`config.mk`:
```
export PLATFORM = sky130hd
export DESIGN_NAME = keypad_scanner
export DESIGN_NICKNAME = d
export VERILOG_FILES = /design/src/rtl/keypad_pkg.sv /design/src/rtl/keypad_tick_gen.sv /design/src/rtl/keypad_scanner.sv
export SDC_FILE = /design/constraint.sdc
export NUM_CORES = 1
export LEC_CHECK = 0
export ABC_AREA = 1
export ABC_CLOCK_PERIOD_IN_PS = 4800
export BUFFER_PORTS_ARGS = -buffer_cell sky130_fd_sc_hd__buf_4
export CAP_MARGIN = 25
export CORE_MARGIN = 10
export CORE_UTILIZATION = 60
export CTS_CLUSTER_DIAMETER = 150
export DETAILED_ROUTE_END_ITERATION = 12
export HOLD_SLACK_MARGIN = 0.02
export PLACE_DENSITY = 0.81
export SYNTH_ARGS = -nofsm -noshare
export SYNTH_HDL_FRONTEND = slang
export SYNTH_SLANG_ARGS = --single-unit
```
`constraint.sdc`:
```
create_clock -name clk -period 4.8 [get_ports clk]
set_input_delay 0.48 -clock clk [delete_from_list [all_inputs] [get_ports clk]]
set_output_delay 0.48 -clock clk [all_outputs]
set_load 0.01 [all_outputs]
```
`src/rtl/keypad_pkg.sv`:
```
// Shared constants for the 4x4 matrix keypad scanner and its consumers.
// FSM encodings are plain constants so older blocks can share them unchanged.
package keypad_pkg;

    localparam int NROWS = 4;
    localparam int NCOLS = 4;

    localparam logic [1:0] SCAN    = 2'd0;
    localparam logic [1:0] PDEB    = 2'd1;
    localparam logic [1:0] PRESSED = 2'd2;
    localparam logic [1:0] RDEB    = 2'd3;

    // ASCII legend printed on the keycap for a given row*4+col code.
    function automatic logic [7:0] key_legend(input logic [3:0] code);
        logic [7:0] ch;
        case (code)
            4'd0:    ch = "1";
            4'd1:    ch = "2";
            4'd2:    ch = "3";
            4'd3:    ch = "A";
            4'd4:    ch = "4";
            4'd5:    ch = "5";
            4'd6:    ch = "6";
            4'd7:    ch = "B";
            4'd8:    ch = "7";
            4'd9:    ch = "8";
            4'd10:   ch = "9";
            4'd11:   ch = "C";
            4'd12:   ch = "*";
            4'd13:   ch = "0";
            4'd14:   ch = "#";
            default: ch = "D";
        endcase
        return ch;
    endfunction

endpackage

```
`src/rtl/keypad_tick_gen.sv`:
```
// Free-running modulo-N counter producing a one-cycle tick when the count is N-1.
module keypad_tick_gen #(
    parameter int N = 8192
) (
    input  logic clk,
    input  logic rst_n,
    output logic tick
);

    localparam int W = (N > 1) ? $clog2(N) : 1;
    localparam logic [W-1:0] LAST = W'(N - 1);

    logic [W-1:0] count_q, count_d;

    always_comb begin
        count_d = (count_q == LAST) ? '0 : count_q + W'(1);
    end

    always_ff @(posedge clk) begin
        if (!rst_n) count_q <= '0;
        else        count_q <= count_d;
    end

    assign tick = (count_q == LAST);

endmodule

```
`src/rtl/keypad_scanner.sv`:
```
// 4x4 active-low keypad scanner: row strobing, press/release debounce on scan ticks,
// and a one-entry key-code buffer with acknowledge and sticky overrun.
module keypad_scanner
    import keypad_pkg::*;
#(
    parameter int CLK_TO_SCANFREQ = 8192,
    parameter int DEBOUNCE_SCANS  = 4
) (
    input  logic             clk,
    input  logic             rst_n,
    input  logic [NCOLS-1:0] cols_n,
    input  logic             key_ack,
    output logic [NROWS-1:0] rows_n,
    output logic [3:0]       key_code,
    output logic             key_valid,
    output logic             key_held,
    output logic             overrun
);

    localparam int CNT_W = $clog2(DEBOUNCE_SCANS + 1);
    localparam logic [CNT_W-1:0] CNT_LAST = CNT_W'(DEBOUNCE_SCANS - 1);

    logic             tick;
    logic [NCOLS-1:0] cols_m_q, cols_s_q;
    logic [1:0]       state_q, state_d;
    logic [1:0]       row_q, row_d;
    logic [1:0]       col_q, col_d;
    logic [CNT_W-1:0] cnt_q, cnt_d;
    logic [NROWS-1:0] rows_n_q, rows_n_d;
    logic [3:0]       key_code_q, key_code_d;
    logic             key_valid_q, key_valid_d;
    logic             key_held_q, key_held_d;
    logic             overrun_q, overrun_d;
    logic [1:0]       low_col;
    logic             any_low, col_low, accept, ack;

    keypad_tick_gen #(.N(CLK_TO_SCANFREQ)) u_tick (
        .clk   (clk),
        .rst_n (rst_n),
        .tick  (tick)
    );

    // Lowest-index pressed column wins when several columns read low.
    always_comb begin
        low_col = '0;
        for (int i = NCOLS - 1; i >= 0; i--) begin
            if (!cols_s_q[i]) low_col = 2'(i);
        end
    end

    assign any_low = ~&cols_s_q;
    assign col_low = ~cols_s_q[col_q];

    always_comb begin
        state_d    = state_q;
        row_d      = row_q;
        col_d      = col_q;
        cnt_d      = cnt_q;
        key_held_d = key_held_q;
        accept     = 1'b0;
        if (tick) begin
            case (state_q)
                SCAN: begin
                    if (any_low) begin
                        col_d   = low_col;
                        cnt_d   = CNT_W'(1);
                        state_d = PDEB;
                    end else begin
                        row_d = row_q + 2'd1;
                    end
                end
                PDEB: begin
                    if (col_low) begin
                        if (cnt_q >= CNT_LAST) begin
                            accept     = 1'b1;
                            key_held_d = 1'b1;
                            state_d    = PRESSED;
                        end else begin
                            cnt_d = cnt_q + CNT_W'(1);
                        end
                    end else begin
                        row_d   = row_q + 2'd1;
                        state_d = SCAN;
                    end
                end
                PRESSED: begin
                    if (!col_low) begin
                        cnt_d   = CNT_W'(1);
                        state_d = RDEB;
                    end
                end
                RDEB: begin
                    if (!col_low) begin
                        if (cnt_q >= CNT_LAST) begin
                            key_held_d = 1'b0;
                            row_d      = row_q + 2'd1;
                            state_d    = SCAN;
                        end else begin
                            cnt_d = cnt_q + CNT_W'(1);
                        end
                    end else begin
                        state_d = PRESSED;
                    end
                end
                default: state_d = SCAN;
            endcase
        end
    end

    // An accept coinciding with an ack replaces the buffered code instead of overrunning.
    assign ack = key_ack & key_valid_q;

    always_comb begin
        key_code_d  = key_code_q;
        key_valid_d = key_valid_q;
        overrun_d   = overrun_q;
        if (accept) begin
            if (!key_valid_q || key_ack) begin
                key_code_d  = {row_q, col_q};
                key_valid_d = 1'b1;
                overrun_d   = 1'b0;
            end else begin
                overrun_d = 1'b1;
            end
        end else if (ack) begin
            key_valid_d = 1'b0;
            overrun_d   = 1'b0;
        end
        rows_n_d = ~(4'b0001 << row_d);
    end

    always_ff @(posedge clk) begin
        if (!rst_n) begin
            cols_m_q    <= '1;
            cols_s_q    <= '1;
            state_q     <= SCAN;
            row_q       <= '0;
            col_q       <= '0;
            cnt_q       <= '0;
            rows_n_q    <= '1;
            key_code_q  <= '0;
            key_valid_q <= 1'b0;
            key_held_q  <= 1'b0;
            overrun_q   <= 1'b0;
        end else begin
            cols_m_q    <= cols_n;
            cols_s_q    <= cols_m_q;
            state_q     <= state_d;
            row_q       <= row_d;
            col_q       <= col_d;
            cnt_q       <= cnt_d;
            rows_n_q    <= rows_n_d;
            key_code_q  <= key_code_d;
            key_valid_q <= key_valid_d;
            key_held_q  <= key_held_d;
            overrun_q   <= overrun_d;
        end
    end

    assign rows_n    = rows_n_q;
    assign key_code  = key_code_q;
    assign key_valid = key_valid_q;
    assign key_held  = key_held_q;
    assign overrun   = overrun_q;

endmodule

```
==> impl_metrics.toml, run 1 <==
[timing]
skew_ns = 0.00915
post-route-period-util_pct = 35.1
max-slew-margin-rel_pct = 67.1
final.setup.tns_ns = 0
worst_pin_slew_ns = 0.493
rsz0062_at_grt = "no"
finalMaxSlewViolations = 0
setup_viol = 0
hold_viol_final = 0
post-route-min-period_ns = 1.69
timing.fmax_mhz = 593

[final_layout]
diodes = 0
area_growth_pct = 12.2
stdcell_area_um2 = 2140
nFillCells = 285
drive_above_1_share_pct = 23.8
nets = 282

[worst_setup_path]
r2r_cells = 14
crit_chain = "ha_1 -> ha_1 -> nor2_1 -> nand2_1 -> nand2_1 -> nand2_1 -> nand2_1 -> nand2_1 -> nand2_2 -> nand2_1 -> nand2_1 -> nand2_2 -> inv_2 -> nand2_1"
cpMostUsedCell = "nand2_1"
cp-end-kind = "register"
timing.rr.start = "cnt_q[0]$_SDFFE_PN0P_"
crit_path_top_delay_cell = "dfxtp_1"
r2r_setup_slack_ns = 3.11
cp_num_buf_inv = 1
crit_type = "register to register"
required_ns = 5.04
cp_max_fo = 6
setup.worst_path.start_class = "register"
slowest_delay_ns = 0.35
arrival_ns = 1.93
cp_top_family = "simple AND/OR/NAND/NOR gates"
timing.critical_path.from = "cnt_q[0]$_SDFFE_PN0P_"
cp.depth = 14

[detailed_routing]
wirelength_um = 3160
drc = 0
vias = 1556
drt_first_pass_iters = 4
wire_per_inst_um = 9.97
avgViaCountPerCell = 4.91
ant_nets = 0
drt-initial-drc-count = 79

[synth]
synthFlopType = "dfxtp_1"
ys_types = 30
synth_nets = 262
synthTopCellsByArea = "dfxtp_1 (43%), nand2_1 (11%), nor2_1 (5.9%), inv_1 (4.9%), nor2_4 (3.5%)"
yosys.area.top_type = "dfxtp_1"
ys_ff_latch = 41
yosysTopAreaCellShare_pct = 43.0
async_flop_share_pct = 0
avgSynthCellArea_um2 = 7.58
yosysWarningCount = 0
synth_edf_count = 0
synth_cells = 252
syn-cell-area_um2 = 1910
ys_seq_area_share_pct = 43.0
synth_most_common_cell = "nand2_1"
synth_commonest_cells = "nand2_1 (57), dfxtp_1 (41), nor2_1 (30)"

[clock_tree]
cts_setup_buffers = 0
worstSkewPairLatency_ns = 0.35
cts_tree = "done"
cts.clk_slew.worst_paths_ns = 0.11
cts_buffers = 5
cts_resized = 0
cts.sinks = 41
root_buffer = "clkbuf_4"
cts_hold_buf = 0
cts_htree_levels = 2
cts.path.max_buffers = 2

[floorplan]
dieArea_um2 = 5840
initial_utilization_pct = 62.6
row_count = 20
num_io_pins = 18
die_w_um = 76.4
core_region_area_um2 = 3050
die_y_um = 76.4

[place]
placement.io_buffers = 17
globalplace.congestion = 0.819
place_area_um2 = 2070
hpwl_um = 2370

[grt]
grt_usage_pct = 11.7
grtUsageMet1_pct = 14.5
use_met3_pct = 3.77
grt_pass1_wl_um = 5860
grt_busiest_layer = "met2"
overflow = 0
use_met2_pct = 18.0
grt_max_degree = 19
antenna_found_initial = 0
first_global_vias = 1407

[job]
cap_violations = 0

[hold_path]
worstHoldPathCells = 2
hp-start = "cols_n[1]"
worstHoldPathType = "input port to register"

[run_status]
run_status = "complete, no violations"

[pwr]
p_total_uw = 562
p_per_area_nw_per_um2 = 262
ir_drop_mv = 0.159
leakagePower_nw = 0.971
-- sequential cells by signal (all words and copies together), names as in the netlist, named ones only --
register / flops
u_tick.count_q: 13
cols_m_q: 4
cols_s_q: 4
key_code: 4
rows_n: 4
cnt_q: 3
col_q: 2
row_q: 2
key_held: 1
key_valid: 1
overrun: 1
state_q: 1
-- logic make-up after synthesis --
family / after synthesis / share of synthesized area, %
fa+ha+maj: 3 / 1.96
buf+inv: 36 / 7.27
xor+xnor: 8 / 3.67
compound gates: 24 / 6.88
simple gates: 140 / 37.3
flops: 41 / 43.0
-- power by group --
group	leakage, nW	internal (mW)	switching (mW)
Sequential	0.333	0.346	0.00267
Clock	0.0413	0.0849	0.104
Combinational	0.597	0.0104	0.0142
Total	0.971	0.441	0.121
-- metal layers --
metal | up-vias | wire length [um]
met1 | 698 | 1580
met2 | 24 | 1370
li1 | 827 | -
met5 | - | 0
met3 | 7 | 133
met4 | 0 | 70
-- final timing paths --
| check | end |
|---|---|
| max | rows_n[0]$_SDFF_PN1_ |
| max reg2reg | rows_n[0]$_SDFF_PN1_ |
| min | cols_m_q[1]$_SDFF_PN1_ |
| min reg2reg | cols_s_q[0]$_SDFF_PN1_ |
-- cells in the final DEF, fill, tap and decap left out, types with 2 or more instances in the layout --
cell	synthesis	routed
nand4_1	2	2
buf_4	0	17
ha_1	3	3
o21ai_0	3	3
nand2_1	57	57
xnor2_1	2	2
nor2_4	6	6
clkinv_1	2	2
nor3_1	2	2
inv_1	25	25
dfxtp_1	41	41
or2_2	9	9
nand3_1	12	12
nor2_2	4	4
nand3b_1	2	2
a21oi_1	13	13
nor2_1	30	30
nand3_2	5	5
o21ai_1	4	4
inv_2	5	5
xor2_1	6	6
clkbuf_8	0	2
nand2_2	8	8
clkbuf_4	0	5
-- stage by stage --
step / utilization, % / hold slack (ns) / setup slack, ns / instances
6_report: 70.2 / 0.309 / 3.11 / 317
5_1_grt: 70.2 / 0.300 / 2.91 / 317
4_1_cts: 70.2 / 0.303 / 3.10 / 317
3_5_place_dp: 68.0 / 0.400 / 3.14 / 309
3_3_place_gp: 68.0 / 0.394 / 3.17 / 309
2_1_floorplan: - / 0.393 / 3.26 / 252
-- layout make-up --
| type | instances | area (um^2) | area share (%) |
|---|---|---|---|
| repair buffers | 17 | 128 | 5.95 |
| clock inverters | 1 | 5.00 | 0.233 |
| multi-input cells | 175 | 951 | 44.3 |
| well taps | 44 | 55.1 | 2.57 |
| flip-flops and latches | 41 | 821 | 38.3 |
| clock buffers | 7 | 65.1 | 3.03 |
| inverters | 32 | 120 | 5.60 |
Power figures use the tool's default switching activity.
==> run 2, diff against run 1 <==
--- a/config.mk
+++ b/config.mk
@@ -6,15 +6,15 @@
 export NUM_CORES = 1
 export LEC_CHECK = 0
 export ABC_AREA = 1
-export ABC_CLOCK_PERIOD_IN_PS = 4800
+export ABC_CLOCK_PERIOD_IN_PS = 1640
 export BUFFER_PORTS_ARGS = -buffer_cell sky130_fd_sc_hd__buf_4
 export CAP_MARGIN = 25
 export CORE_MARGIN = 10
-export CORE_UTILIZATION = 60
+export CORE_UTILIZATION = 58
 export CTS_CLUSTER_DIAMETER = 150
 export DETAILED_ROUTE_END_ITERATION = 12
 export HOLD_SLACK_MARGIN = 0.02
-export PLACE_DENSITY = 0.81
+export PLACE_DENSITY = 0.78
 export SYNTH_ARGS = -nofsm -noshare
 export SYNTH_HDL_FRONTEND = slang
 export SYNTH_SLANG_ARGS = --single-unit
==> constraint.sdc (replaced) <==
create_clock -name clk -period 1.64 [get_ports clk]
set_input_delay 0.164 -clock clk [delete_from_list [all_inputs] [get_ports clk]]
set_output_delay 0.164 -clock clk [all_outputs]
set_load 0.01 [all_outputs]
==> run 2 against run 1 <==
Compared with the run above:
- design area grew 11%
- die area grew 2.5%
- non-clock buffer count rose by 13
- clock skew is 0.0040 ns higher
- critical path depth unchanged
- first-iteration DRC count rose by 24%
- register-to-register slack got worse by 3.1 ns
- routed wire length up 18%
- hold slack got worse by 0.25 ns
- maximum frequency grew 6.8%
- sequential power rose to 2.9 times the previous value
- critical path type unchanged
- largest power group unchanged
==> impl_metrics.toml, run 2 (synthesized netlist as in run 1, its figures left out) <==
[run_status]
run_status = "complete, no violations"

[timing]
max-slew-margin-rel_pct = 61.8
post-route-min-period_ns = 1.58
timing.fmax_mhz = 634
rsz0062_at_grt = "yes"
final.setup.tns_ns = 0
finalWorstSetupSlack_ns = 0.0615
finalMaxSlewViolations = 0
skew_ns = 0.0132
setup_viol = 0
worst_pin_slew_ns = 0.573
post-route-period-util_pct = 96.3
hold_viol_final = 0

[job]
cap_violations = 0

[floorplan]
die_y_um = 77.4
core_region_area_um2 = 3100
die_w_um = 77.4
num_io_pins = 18
dieArea_um2 = 5990
row_count = 20
initial_utilization_pct = 61.6

[detailed_routing]
drt-initial-drc-count = 98
drc = 0
wire_per_inst_um = 11.3
drt_first_pass_iters = 4
vias = 1641
wirelength_um = 3740
avgViaCountPerCell = 4.97
ant_nets = 0

[grt]
grt_usage_pct = 12.8
overflow = 0
grt_pass1_wl_um = 6380
grt_max_degree = 19
first_global_vias = 1520
antenna_found_initial = 0

[clock_tree]
cts_buffers = 5
worstSkewPairLatency_ns = 0.36
cts_htree_levels = 2
root_buffer = "clkbuf_4"
cts.path.max_buffers = 2
cts.sinks = 41
cts_tree = "done"
cts.clk_slew.worst_paths_ns = 0.12

[final_layout]
drive_above_1_share_pct = 32.9
area_growth_pct = 24.8
multi_input_area_um2 = 1060
mostFrequentLayoutCell = "nand2_1"
final_cell_mix = "nand2_1 (51), dfxtp_1 (36), nor2_1 (29)"
largest_reg_flops = 13
diodes = 0
nFillCells = 261
top_register = "u_tick.count_q"
seq_area_um2 = 827
nets = 295
stdcell_area_um2 = 2380

[place]
place_area_um2 = 2120
placement.io_buffers = 17
hpwl_um = 2580
globalplace.congestion = 0.842
post-place-ws_ns = -0.0355

[hold_path]
worstHoldPathType = "input port to register"

[pwr]
ir_drop_mv = 0.452
p_per_area_nw_per_um2 = 756
leakagePower_nw = 1.08

[worst_setup_path]
cp-end-kind = "register"
setup.worst_path.start_class = "register"
crit_chain = "ha_4 -> ha_4 -> nor2_2 -> nand2_2 -> nand2_2 -> nand2_1 -> nand2_1 -> nand2_1 -> nand2_2 -> nand2_2 -> nand2_4 -> nand2_4 -> inv_2 -> nand2_1"
crit_type = "register to register"
cp_max_fo = 4
arrival_ns = 1.84
slowest_delay_ns = 0.35
crit_path_top_delay_cell = "dfxtp_2"
required_ns = 1.90
cp_top_family = "simple AND/OR/NAND/NOR gates"
cp_num_buf_inv = 1
run 2: changes by cell type in the layout (fill, tap and decap cells not counted), sizes merged:
cell | before | now
inv | 30 | 32
dlygate4sd3 | 0 | 4
bufinv | 0 | 1
buf | 17 | 26
clkinv | 3 | 0
run 2: metal layers:
metal | vias to the layer above | global-route usage, % | wire length, um
met5 | - | 0 | 0
li1 | 859 | - | -
met4 | 0 | 6.20 | 56
met3 | 6 | 5.53 | 240
met1 | 743 | 14.7 | 1680
met2 | 33 | 20.1 | 1760
run 2: final timing paths:
kind / from / to / slack (ns) / cells past startpoint
max: cnt_q[0]$_SDFFE_PN0P_ / rows_n[0]$_SDFF_PN1_ / 0.06 / 14
min: rst_n / rows_n[3]$_SDFF_PN1_ / 0.06 / 2
max reg2reg: cnt_q[0]$_SDFFE_PN0P_ / rows_n[0]$_SDFF_PN1_ / 0.06 / 14
min reg2reg: cols_m_q[2]$_SDFF_PN1_ / cols_s_q[2]$_SDFF_PN1_ / 0.42 / 1
run 2: through the flow:
step | total power, mW | hold slack (ns) | util (%) | instances
2_1_floorplan | 1.09 | 0.271 | - | 252
3_3_place_gp | 1.12 | 0.351 | 68.3 | 315
3_5_place_dp | 1.12 | 0.354 | 68.3 | 315
4_1_cts | 1.81 | 0.0583 | 73.1 | 328
5_1_grt | 1.87 | 0.0550 | 76.8 | 330
6_report | 1.80 | 0.0594 | 76.8 | 330
run 2: power by group:
| group | internal (mW) | leakage [nW] | switching, mW |
|---|---|---|---|
| combinational | 0.0411 | 0.702 | 0.0476 |
| clock | 0.364 | 0.0455 | 0.325 |
| sequential | 1.01 | 0.335 | 0.0109 |
run 2: layout make-up:
type / instances / area share (%)
clock inverter: 1 / 1.26
multi-input combinational: 175 / 44.5
clock buffer: 7 / 2.31
sequential: 41 / 34.7
inverter: 32 / 5.04
timing repair buffer: 30 / 9.87
tap: 44 / 2.31
run 2: worst register-to-register path: cells and delay by family (launching register included):
kind | cells | cell delay [ns]
DFF | 1 | 0.35
adders and majority gates | 2 | 0.31
buffers and inverters | 1 | 0.05
and+or+nand+nor | 11 | 0.79
run 2: what timing repair did:
item	4_1_cts	5_1_grt
setup endpoints to repair	2	18
hold endpoints to repair	4	0
buffers inserted	1	2
resized for setup	6	25
hold buffers	4	0
pin swaps	5	13
==> run 3, diff against run 2 <==
--- a/config.mk
+++ b/config.mk
@@ -17,4 +17,5 @@
 export PLACE_DENSITY = 0.78
 export SYNTH_ARGS = -nofsm -noshare
 export SYNTH_HDL_FRONTEND = slang
+export SYNTH_HIERARCHICAL = 1
 export SYNTH_SLANG_ARGS = --single-unit
==> run 3 against run 2 <==
Compared with the run above:
- the run now ends with setup timing left
- clock skew shrank 0.0049 ns
- critical path depth is the same
- clock-buffer cell count shrank 2
- sequential share of layout area shrank 2.1 points
- largest power group unchanged
==> impl_metrics.toml, run 3 <==
[place]
globalplace.congestion = 0.900
placement.io_buffers = 17
hpwl_um = 2890
placed_cells = 339

[pwr]
p_per_area_nw_per_um2 = 758
seqPwrFrac_pct = 53.2
cell_internal_pwr_mw = 1.54
p_switching_uw = 388
ir_drop_mv = 0.570
comb_power_share_pct = 5.5
swShare_pct = 20.1
p_clk_share_pct = 41.3
leakagePower_nw = 1.11

[run_status]
run_status = "finished, violations left"
violations = "setup timing"

[worst_setup_path]
crit_path_top_delay_cell = "dfxtp_2"
slowest_delay_ns = 0.37
cp-end-kind = "register"
cpMostUsedCell = "nand2_2"
arrival_ns = 1.95
crit_chain = "ha_4 -> nand3_4 -> inv_2 -> nand2_4 -> nor3_4 -> inv_2 -> a21oi_2 -> nand2_1 -> nor2_2 -> nand2_2 -> nand2_2 -> nand2_2 -> nor2_4 -> nand2_1"
crit_type = "register to register"
cp_max_fo = 3
required_ns = 1.91
setup.worst_path.start_class = "register"

[clock_tree]
cts_buffers = 5
cts.path.max_buffers = 2
cts.clk_slew.worst_paths_ns = 0.12
cts.sinks = 41
cts_htree_levels = 2
worstSkewPairLatency_ns = 0.36
cts_tree = "done"
root_buffer = "clkbuf_4"

[synth]
yosysTopAreaCellShare_pct = 43.3
synthFlopType = "dfxtp_1"
syn-cell-area_um2 = 1900
yosysWarningCount = 6
async_flop_share_pct = 0
synthTopCellsByArea = "dfxtp_1 (43%), nand2_1 (13%), nor2_1 (6.7%), inv_1 (6.1%), nand3_1 (3.7%)"
synth_nets = 270
synth_commonest_cells = "nand2_1 (67), dfxtp_1 (41), nor2_1 (34)"
ys_types = 29
yosys.area.top_type = "dfxtp_1"
synth_most_common_cell = "nand2_1"
synth_edf_count = 0
synth_cells = 260
ys_seq_area_share_pct = 43.3
avgSynthCellArea_um2 = 7.30
ys_ff_latch = 41

[grt]
first_global_vias = 1677
overflow = 0
grt_pass1_wl_um = 7080
grt_max_degree = 22
grt_usage_pct = 14.4
antenna_found_initial = 0

[timing]
timing.fmax_mhz = 596
post-route-period-util_pct = 102
rsz0062_at_grt = "yes"
worst_pin_slew_ns = 0.676
final.setup.tns_ns = -0.157
finalMaxSlewViolations = 0
hold_viol_final = 0
skew_ns = 0.00824
setup_viol = 5
max-slew-margin-rel_pct = 54.9
finalWorstSetupSlack_ns = -0.0389
hold_ws_ns = 0.0608
post-route-min-period_ns = 1.68

[detailed_routing]
avgViaCountPerCell = 4.86
wirelength_um = 4270
wire_per_inst_um = 11.9
ant_nets = 0
drt-initial-drc-count = 94
drt_first_pass_iters = 4
vias = 1736
drc = 0

[job]
cap_violations = 0

[final_layout]
top_register = "u_tick/count_q"
drive_above_1_share_pct = 36.1
diodes = 0
final_cell_mix = "nand2_1 (62), buf_4 (45), dfxtp_1 (34)"
mostFrequentLayoutCell = "nand2_1"
nFillCells = 219
largest_reg_flops = 13
stdcell_count = 357
nets = 322
area_growth_pct = 34.0

[floorplan]
dieArea_um2 = 5960
die_w_um = 77.2
row_count = 20
initial_utilization_pct = 61.1
num_io_pins = 18
core_region_area_um2 = 3100
die_y_um = 77.2

[hold_path]
worstHoldPathType = "input port to register"
==> run 3: cell types whose count changed after synthesis, sizes merged, moves of 3 or more <==
cell	before	now
nand2	66	73
nand4	3	8
xor2	6	2
a21oi	14	11
inv	30	33
o21ai	7	4
xnor2	2	5
==> run 3: logic make-up after synthesis <==
| family | after synthesis | synth area share (%) |
|---|---|---|
| xor gates and xnor gates | 7 | 3.23 |
| AOI/OAI and AO/OA | 18 | 5.87 |
| and+or+nand+nor | 153 | 37.2 |
| DFF | 41 | 43.3 |
| buffers and inverters | 38 | 8.44 |
| adders and majority gates | 3 | 1.98 |
==> run 3: worst max-delay path: cells and delay by family (launching register included) <==
family	cells	cell delay, ns
adder cells (fa/ha/maj)	1	0.15
buffers and inverters	2	0.14
flip-flops	1	0.37
AO/OA/AOI/OAI	1	0.09
AND/OR/NAND/NOR	10	0.83
==> run 3: worst paths after layout <==
kind	end	from	cells past startpoint	slack, ns
max	rows_n[0]$_SDFF_PN1_	u_tick/count_q[1]$_SDFF_PP0_	14	-0.04
min	rows_n[3]$_SDFF_PN1_	rst_n	2	0.06
max reg2reg	rows_n[0]$_SDFF_PN1_	u_tick/count_q[1]$_SDFF_PP0_	14	-0.04
min reg2reg	cols_s_q[3]$_SDFF_PN1_	cols_m_q[3]$_SDFF_PN1_	1	0.42
==> run 3: per-layer routing <==
layer  up-vias  global-route usage, %  share of wire [%]
li1        921                      -                  -
met4         0                   5.84                2.6
met2        18                   26.0                 52
met3        10                   5.01                3.4
met5         -                      0                  0
met1       787                   14.8                 42
==> run 3: final cells by class <==
cell class	instances	area [um^2]	share of cell area, %
repair buffers	49	378	14.9
clock buffers	5	37.5	1.48
multi-input cells	181	1050	41.2
clock inverters	3	65.1	2.56
flip-flops and latches	41	830	32.6
well taps	44	55.1	2.17
inverters	34	130	5.12
==> run 3: repair_timing <==
action	in CTS	in global routing
endpoints found under the hold margin	4	0
buffers inserted	2	5
gates resized for setup	11	18
hold buffers	4	0
endpoints found under the setup margin	14	17
cloned	0	0
pin swaps	6	6
==> run 3: power by group through the flow <==
stage	Combinational (mW)	Clock (mW)	Sequential (mW)
3_5_place_dp	0.0803	0	1.05
5_1_grt	0.119	0.860	1.03
6_report	0.107	0.796	1.02
3_3_place_gp	0.0788	0	1.05
2_1_floorplan	0.0498	0	1.05
4_1_cts	0.0949	0.812	1.02
==> run 3: through the flow <==
step / cell area, um^2 / setup WS (ns) / total power [mW] / utilization [%]
after floorplan: 1940 / -0.109 / 1.10 / -
after global placement: 2260 / -0.0837 / 1.13 / 72.8
after detailed placement: 2260 / -0.156 / 1.13 / 72.8
after CTS: 2450 / -0.0133 / 1.93 / 78.8
after global routing: 2540 / -0.197 / 2.01 / 81.9
final: 2540 / -0.0389 / 1.93 / 81.9
